<file path="src/rtl/reg_alu_pkg.sv">
// reg_alu_pkg: opcode/state encodings and instruction field offsets for reg_alu_core
package reg_alu_pkg;
   typedef enum logic [1:0] {OP_ADD = 2'b00, OP_LDI = 2'b01, OP_SUB = 2'b10, OP_MUL = 2'b11} opcode_e;
   typedef enum logic [1:0] {S_IDLE, S_EXEC, S_MUL, S_WB} state_e;
   // instr = {opcode, dest, src_a, src_b}; src_b sits at bit 0
   function automatic int src_a_lsb(input int aw);
      return aw;
   endfunction
   function automatic int dest_lsb(input int aw);
      return 2 * aw;
   endfunction
   function automatic int op_lsb(input int aw);
      return 3 * aw;
   endfunction
endpackage

</file>
<file path="src/rtl/seq_shift_mul.sv">
// seq_shift_mul: iterative shift-add multiplier, one partial product per cycle, done after DATA_W cycles
module seq_shift_mul #(
   parameter int DATA_W = 8
) (
   input  logic                  clk,
   input  logic                  clear,
   input  logic                  start,
   input  logic [DATA_W-1:0]     a,
   input  logic [DATA_W-1:0]     b,
   output logic                  done,
   output logic [2*DATA_W-1:0]   product
);
   localparam int CW = $clog2(DATA_W + 1);
   logic [2*DATA_W-1:0] mcand;
   logic [DATA_W-1:0]   mplier;
   logic [CW-1:0]       cnt;
   always_ff @(posedge clk) begin
      if (clear) begin
         mcand <= '0;
         mplier <= '0;
         cnt <= '0;
         product <= '0;
         done <= 1'b0;
      end else if (start) begin
         mcand <= {{DATA_W{1'b0}}, a};
         mplier <= b;
         cnt <= CW'(DATA_W);
         product <= '0;
         done <= 1'b0;
      end else begin
         done <= cnt == CW'(1);
         if (cnt != '0) begin
            product <= mplier[0] ? product + mcand : product;
            mcand <= mcand << 1;
            mplier <= mplier >> 1;
            cnt <= cnt - 1'b1;
         end
      end
   end
endmodule

</file>
<file path="src/rtl/reg_alu_core.sv">
// reg_alu_core: register-file ALU (ADD/SUB/LDI/MUL) with FSM writeback.
// Define REG_ALU_CORE_DBG_PORT_EN to add the dbg_addr/dbg_data register observation port.
module reg_alu_core
   import reg_alu_pkg::*;
#(
   parameter int DATA_W = 8,
   parameter int NUM_REGS = 4,
   localparam int REG_AW = $clog2(NUM_REGS),
   localparam int INSTR_W = 2 + 3 * REG_AW
) (
   input  logic               clk,
   input  logic               clear,
`ifdef REG_ALU_CORE_DBG_PORT_EN
   input  logic [REG_AW-1:0]  dbg_addr,
   output logic [DATA_W-1:0]  dbg_data,
`endif
   input  logic [INSTR_W-1:0] instr,
   input  logic [DATA_W-1:0]  imm_in,
   input  logic               carry_in,
   input  logic               instr_valid,
   output logic               instr_ready,
   output logic               busy,
   output logic               result_valid,
   output logic [REG_AW-1:0]  result_dest,
   output logic [DATA_W-1:0]  result_data,
   output logic               carry_flag
);
   localparam int SA = src_a_lsb(REG_AW);
   localparam int DL = dest_lsb(REG_AW);
   localparam int OL = op_lsb(REG_AW);
   state_e state, state_n;
   opcode_e op, op_in;
   logic [DATA_W-1:0] regs [NUM_REGS];
   logic [DATA_W-1:0] a_in, b_in, a_q, b_q, imm_q, res_q, wdata;
   logic [REG_AW-1:0] dest_q;
   logic [DATA_W:0] sum;
   logic [2*DATA_W-1:0] product;
   logic cin_q, c_q, wc, accept, mul_done;
   assign op_in = opcode_e'(instr[OL +: 2]);
   assign a_in = regs[instr[SA +: REG_AW]];
   assign b_in = regs[instr[REG_AW-1:0]];
   assign instr_ready = state == S_IDLE;
   assign busy = !instr_ready;
   assign accept = instr_valid && instr_ready;
`ifdef REG_ALU_CORE_DBG_PORT_EN
   assign dbg_data = regs[dbg_addr];
`endif
   seq_shift_mul #(.DATA_W(DATA_W)) u_mul (
      .clk(clk),
      .clear(clear),
      .start(accept && op_in == OP_MUL),
      .a(a_in),
      .b(b_in),
      .done(mul_done),
      .product(product)
   );
   always_ff @(posedge clk) state <= clear ? S_IDLE : state_n;
   always_comb begin
      state_n = state;
      state_n = state == S_IDLE ? (accept ? (op_in == OP_MUL ? S_MUL : S_EXEC) : S_IDLE)
              : state == S_EXEC ? S_WB
              : state == S_MUL ? (mul_done ? S_WB : S_MUL)
              : S_IDLE;
   end
   // SUB reuses the adder as A + ~B + 1
   always_comb begin
      sum = {1'b0, a_q} + {1'b0, op == OP_SUB ? ~b_q : b_q} + {{DATA_W{1'b0}}, op == OP_SUB ? 1'b1 : cin_q};
      wdata = op == OP_MUL ? product[DATA_W-1:0] : res_q;
      wc = op == OP_MUL ? |product[2*DATA_W-1:DATA_W] : c_q;
   end
   always_ff @(posedge clk) begin
      if (accept) begin
         op <= op_in;
         dest_q <= instr[DL +: REG_AW];
         a_q <= a_in;
         b_q <= b_in;
         imm_q <= imm_in;
         cin_q <= carry_in;
      end
      if (state == S_EXEC) begin
         res_q <= op == OP_LDI ? imm_q : sum[DATA_W-1:0];
         c_q <= op == OP_LDI ? carry_flag : sum[DATA_W];
      end
   end
   always_ff @(posedge clk) begin
      if (clear) begin
         for (int i = 0; i < NUM_REGS; i++) regs[i] <= '0;
         result_valid <= 1'b0;
         result_dest <= '0;
         result_data <= '0;
         carry_flag <= 1'b0;
      end else begin
         result_valid <= state == S_WB;
         if (state == S_WB) begin
            regs[dest_q] <= wdata;
            result_data <= wdata;
            result_dest <= dest_q;
            carry_flag <= wc;
         end
      end
   end
endmodule

</file>
<file path="config.mk">
export PLATFORM = sky130hd
export DESIGN_NAME = reg_alu_core
export DESIGN_NICKNAME = d
export VERILOG_FILES = /design/src/rtl/reg_alu_pkg.sv /design/src/rtl/seq_shift_mul.sv /design/src/rtl/reg_alu_core.sv
export SDC_FILE = /design/constraint.sdc
export NUM_CORES = 1
export LEC_CHECK = 0
export ABC_AREA = 1
export CORE_ASPECT_RATIO = 0.75
export CORE_UTILIZATION = 30
export DETAILED_ROUTE_END_ITERATION = 12
export SLEW_MARGIN = 10
export SYNTH_ARGS = -nofsm -noshare
export SYNTH_HDL_FRONTEND = slang
export SYNTH_SLANG_ARGS = --single-unit
export TNS_END_PERCENT = 1
</file>
<file path="constraint.sdc">
create_clock -name clk -period 3.8 [get_ports clk]
set_clock_uncertainty 0.1 [all_clocks]
set_input_delay 0.38 -clock clk [delete_from_list [all_inputs] [get_ports clk]]
set_output_delay 0.38 -clock clk [all_outputs]
set_load 0.01 [all_outputs]
</file>
# --- Yosys cells after proc, flatten, opt, wreduce, memory -nomap -nowiden ---
# Memories as Yosys holds them, arrays and structs flattened.
# Index checks and enable logic that the tools add are counted.
classes:
  mux: 26
  n_eq_ne: 8
  n_addsub: 4
  n_reduce_logical: 10
  bitwise_logic: 1
op_table:
  columns: ["op", "count"]
  rows:
  - ["$mux W8", 8]
  - ["$add A16 B16 Y16", 1]
  - ["$reduce_or A8 Y1", 2]
  - ["$mux W2", 6]
  - ["$eq A2 B2 Y1 const B", 5]
  - ["$mux W1", 10]
  - ["$add A8 B8 Y9", 1]
  - ["$add A9 B1 Y9", 1]
  - ["$mux W4", 2]
  - ["$not A8 Y8", 1]
  - ["$eq A2 B1 Y1 const B", 2]
  - ["$eq A4 B1 Y1 const B", 1]
  - ["$reduce_bool A4 Y1", 1]
  - ["$sub A4 B1 Y4 const B", 1]
  - ["$logic_and A1 B1 Y1", 2]
  - ["$logic_not A2 Y1", 1]
  - ["$reduce_and A2 Y1", 1]
  - ["$reduce_bool A2 Y1", 1]
  - ["$reduce_or A2 Y1", 1]
  - ["$logic_not A1 Y1", 1]
totals:
  mem_count: 1
  in_bits: 20
  ram_bits: 32
  register_bits: 97
  output_inout_bits: 14
memory_table:
  columns: ["memory", "words", "width", "read_ports", "rd_clocked_by_memory_dff", "wr", "line_no", "source"]
  rows:
  - ["regs", 4, 8, 2, 0, 4, "reg_alu_core.sv:33", "logic [DATA_W-1:0] regs [NUM_REGS];"]

# --- Longest topological paths before layout ---
depth:
  word_depth: 6
  depth_mapped: 12

# --- Modules after synthesis ---
# A second synthesis with hierarchy kept.
unflattened:
  hier_cells: 808
  hier_area_um2: 6747.7
modules_own_cells:
  columns: ["module", "cells_each", "area_per_inst_um2", "instances", "seq_area_each_um2"]
  rows:
  - ["reg_alu_core", 392, 3910.0, 1, 2382.3]
  - ["seq_shift_mul", 416, 2837.7, 1, 900.9]

# --- Worst setup path after synthesis ---
# OpenSTA, ideal clock, no wires.
synth_path:
  path_kind: "register to register"
  from: "register op[0]"
  to: "register res_q[4], data pin"
  synth_period_minus_slack_ps: 2524
  t_required_ps: 3431
  path_buffers: 0
  setup_slack_ps: 1276
  path_stages_with_launch: 10
  setup_ps: 269
  t_arrival_ps: 2155
  path_cell_list: "edfxtp_1 inv_1 nand2_1 xnor2_1 fa_1 fa_1 a21oi_1 o21ai_0 xor2_1 o21ai_0"
synth_between:
  elab_chain_len: 5
  elab_cells_between_ends: 7
  classes_between: "add/sub: 2; eq/ne: 2; mux: 3"
synth_lines:
  columns: ["element", "line_no", "source"]
  rows:
  - ["start: declaration", "reg_alu_core.sv:32", "opcode_e op, op_in;"]
  - ["start signal: assignment", "reg_alu_core.sv:73", "op <= op_in;"]
  - ["$eq A2 B2 Y1", "reg_alu_core.sv:67", "sum = {1'b0, a_q} + {1'b0, op == OP_SUB ? ~b_q : b_q} + {{DATA_W{1'b0}}, op == OP_SUB ? 1'b1 : cin_q};"]
  - ["$mux W8", "reg_alu_core.sv:67", null]
  - ["$add A8 B8 Y9", "reg_alu_core.sv:67", null]
  - ["$add A9 B1 Y9", "reg_alu_core.sv:67", null]
  - ["$mux W8 *", "reg_alu_core.sv:81", "res_q <= op == OP_LDI ? imm_q : sum[DATA_W-1:0];"]
  - ["end signal: assignment", "reg_alu_core.sv:81", null]
  - ["end: declaration", "reg_alu_core.sv:34", "logic [DATA_W-1:0] a_in, b_in, a_q, b_q, imm_q, res_q, wdata;"]
# Every way passes the cells marked *; elsewhere a longest branch is shown, timed or not.
# A chain may end at the register's enable or synchronous reset.

# --- Worst setup path in the final report ---
# Ends and elaborated chain as after synthesis.

==> summary by stage <==
Outcome
The run finished with clean final reports.

Floorplan
The die is 131 microns tall. The die covers 22,800 sq um. The effective utilization at floorplan is 0.310. In this run the standard cell core region covers 21,400 sq um. The number of top-level design ports is 34. From left edge to right edge, the die measures 174 microns. The floorplan row count is 46.

Critical path
Along the worst path, the maximum fanout reaches 9. The standard cell with the maximum stage delay on the critical path is sky130_fd_sc_hd__fa_1. Walking the worst path, the cells encountered are inv_1, nand2_1, xnor2_1, fa_1, fa_1, a21oi_1, o21ai_0, xor2_1, o21ai_0. The capturing element type of the critical path is a register.

The kind of start point of the critical path is a register. The worst setup path is of the reg -> reg kind. For the worst setup path, the data required time is 3840 ps. The largest single stage delay on the critical path is 460 ps.

The data arrival at the endpoint of the critical path is 2800 ps. The number of cells on the worst reg-to-reg path is 9.

Detailed routing
The pre-antenna-repair detailed-routing pass consisted of 5 iterations. The detailed router finished its first iteration with 618 violations. The final layout contains routed wiring with a total length of 17,100 microns. The detailed router put a total of 9100 microns of wire on met1.

After detailed routing, the met2 layer carries 6610 microns of wire. The detailed-routed wire length on met3 is 1220 microns. The highest layer used for signal routing is met4.

The remaining antenna violation count is 0. The vias after detailed routing is 5,394. Using the TritonRoute via totals, the vias-per-cell ratio works out to 4.76. In the routed design, unresolved DRC markers number 0. Dividing the detail-routed wire length by the instance count gives 15.1 microns.

Placed design
The cell area after placement is 7220 sq um. The sum of net half-perimeters after detailed placement is 12,500 microns. The post-placement cell count is 1,101. The global placement routability congestion is 0.860. The count of buffers added on input and output ports is 33.

Cells and area
The count of cells in the finished layout, fillers not included, comes to 1,133. In the final design database the tool counted 883 nets. With fillers left out, the area of the finished cells amounts to 7850 sq um. From synthesis to final layout, the design area changed by 18.1%.

In the final layout, the share of cells above drive strength 1 is 0.0757. In the layout the commonest cells are sky130_fd_sc_hd__nand2_1, sky130_fd_sc_hd__nor2_1, sky130_fd_sc_hd__inv_1. Across the whole layout, storage elements account for 3280 sq um.

The count of fill cells added during filler insertion is 2,173. Leaving out fill and tap cells, the most frequent cell in the layout is sky130_fd_sc_hd__nand2_1. The antenna diode instance count is 0. The multi-input gate area in the final layout is 2830 sq um.

CTS
The clock passes through at most 2 buffers. The clock sink count is 129. The number of clock buffers added by TritonCTS is 17. The H-tree was split into 4 levels. Hold repair after CTS inserted 0 buffers. The number of cells upsized or downsized after cts is 0. Once the clock tree was built, the setup fixing pass inserted 0 buffers.

The insertion delay to the later sink of the worst-skew pair is 420 ps. Clock-pin slew was measured on the worst setup and hold paths at 60 ps. TritonCTS built the clock tree. CTS placed an instance of sky130_fd_sc_hd__clkbuf_16 at the clock tree root.

Yosys
The post-synthesis sequential element count is 129. Counting every net in the synthesized netlist gives 850. In the synthesized netlist, the number of instances is 799. The largest area contributor in the synthesized netlist is sky130_fd_sc_hd__edfxtp_1. By area the synthesized netlist is led by sky130_fd_sc_hd__edfxtp_1, sky130_fd_sc_hd__dfxtp_1, sky130_fd_sc_hd__nand2_1, sky130_fd_sc_hd__nor2_1, sky130_fd_sc_hd__ha_1. The proportion of synthesized chip area in sequential cells is 0.494. In this run, synthesis inferred 70 flip-flops with an integrated enable. The mean area per synthesized cell is 8.32 sq um. The count of distinct cell types in the synthesized netlist is 42. The synthesized netlist occupies a cell area of 6650 sq um. The Yosys step of the flow raised 0 warnings. The most used flip-flop cell after synthesis is sky130_fd_sc_hd__edfxtp_1. Of the post-synthesis cell area, the dominant cell type holds 0.316.

After synthesis, the share of flip-flops with an asynchronous set or reset is 0.

GRT
Across every metal layer, demand over resource in global routing totals 0.160. The largest net degree at the start of global routing is 31. The wire length of the first global-routing pass is 27,600 microns. The residual overflow from global routing is 0. The initial antenna violation count was 1. The number of global-route vias before repair is 4,986.

STA
The final count of pins violating max slew came to 0. The final setup TNS is 0 ps. The count of final hold-check violations is 0. In the finished design, the share of the clock period the worst path needs comes to 0.728.

Setup repair after global routing left no endpoint under its margin. Setup violations remaining at the end of the flow were counted as 0. The clock period could shrink to 2770 ps.

For the pin with the worst max-slew slack, the measured transition is 835 ps. Measured against its own limit, the worst slew margin works out to 0.442. Based on the critical path, the design can be clocked at up to 362 MHz.

Power
The reported net switching power is 1.51 mW. The switching share of power is 0.324. VDD sags by at most 0.314 mV. The ratio of total power to cell area is 593 nW/um^2. The portion of total power attributed to the clock network is 0.375. Of the total power, combinational logic draws 0.242. The share of total power dissipated in sequential elements is 0.382. Internal power comes to 3.15 mW. Summed over all cells, the static leakage comes to 3.30 nW. The total chip power is 4.66 mW.

Worst hold path
The hold-critical path depth is 2. The worst hold path class is reg -> reg.

Flow run
The reported max-cap violation count is 0.
cell usage after synthesis, types with 3 or more instances:
library cell               instances
sky130_fd_sc_hd__edfxtp_1         70
sky130_fd_sc_hd__buf_6             4
sky130_fd_sc_hd__inv_4             3
sky130_fd_sc_hd__nor3_1           17
sky130_fd_sc_hd__buf_2             7
sky130_fd_sc_hd__fa_1              3
sky130_fd_sc_hd__clkbuf_1          4
sky130_fd_sc_hd__o21ai_1           3
sky130_fd_sc_hd__inv_2            14
sky130_fd_sc_hd__a31oi_1           8
sky130_fd_sc_hd__nand4_1           3
sky130_fd_sc_hd__nor3_2            4
sky130_fd_sc_hd__inv_1            87
sky130_fd_sc_hd__a21oi_1          44
sky130_fd_sc_hd__dfxtp_1          59
sky130_fd_sc_hd__buf_4             5
sky130_fd_sc_hd__xnor2_1          14
sky130_fd_sc_hd__nand3_1          49
sky130_fd_sc_hd__ha_1             28
sky130_fd_sc_hd__o21ai_0          53
sky130_fd_sc_hd__xor2_1            5
sky130_fd_sc_hd__nor2_1          105
sky130_fd_sc_hd__o211ai_1          3
sky130_fd_sc_hd__o22ai_1          11
sky130_fd_sc_hd__nand2_1         175
worst paths after layout:
check | slack (ps) | end | startpoint
setup / recovery | 1030 | res_q[4] | op[0]
hold / removal | 370 | result_data[4] | result_data[4]
setup reg to reg | 1030 | res_q[4] | op[0]
hold reg to reg | 370 | result_data[4] | result_data[4]
power groups by stage:
stage | combinational, mW | sequential (mW) | clock [mW]
after floorplan | 0.892 | 1.76 | 0
after CTS | 1.12 | 1.78 | 1.77
after global placement | 1.10 | 1.81 | 0
after detailed placement | 1.12 | 1.81 | 0
final | 1.13 | 1.78 | 1.75
after global routing | 1.28 | 1.80 | 1.83
worst max-delay path, delay by kind of cell, from the launching register on:
family	cells	cell delay (ps)
buffers and inverters	1	90
DFF	1	410
xor gates and xnor gates	2	390
AOI/OAI and AO/OA	3	340
adders and majority gates	2	900
and+or+nand+nor	1	270
cell type report:
class                           instances  share of cell area
Tap cell                              288              0.0459
Multi-Input combinational cell        544               0.360
Sequential cell                       129               0.418
Clock inverter                         12              0.0194
Timing Repair Buffer                   36              0.0449
Clock buffer                           20              0.0609
Inverter                              104              0.0507
cell families (layout without fill, tap and decap cells):
family | after synthesis | count (layout) | synth area share
and+or+nand+nor | 367 | 367 | 0.236
DFF | 129 | 129 | 0.494
AOI/OAI and AO/OA | 127 | 127 | 0.103
adders and majority gates | 31 | 31 | 0.0617
xor gates and xnor gates | 19 | 19 | 0.0250
buffers and inverters | 126 | 172 | 0.0809
flip-flops by register name (all words and copies together) (netlist names):
register / cells
regs: 32
res_q: 8
u_mul.cnt: 4
u_mul.mplier: 8
u_mul.done: 1
u_mul.product: 16
u_mul.mcand: 16
op: 2
dest_q: 2
a_q: 8
result_valid: 1
cin_q: 1
imm_q: 8
result_dest: 2
carry_flag: 1
c_q: 1
state: 2
b_q: 8
result_data: 8
layer usage:
layer,vias to the layer above,global-route usage
li1,2702,-
met1,2521,0.247
met2,157,0.216
met3,14,0.0382
met4,0,0.0490
met5,-,0
metrics by stage:
stage	util	hold slack [ps]	setup WS [ps]
floorplan	-	344	1280
global placement	0.337	354	1110
detailed placement	0.337	365	1030
CTS	0.367	375	1010
global route	0.367	392	826
finish	0.367	372	1030
Power figures use the tool's default switching activity.
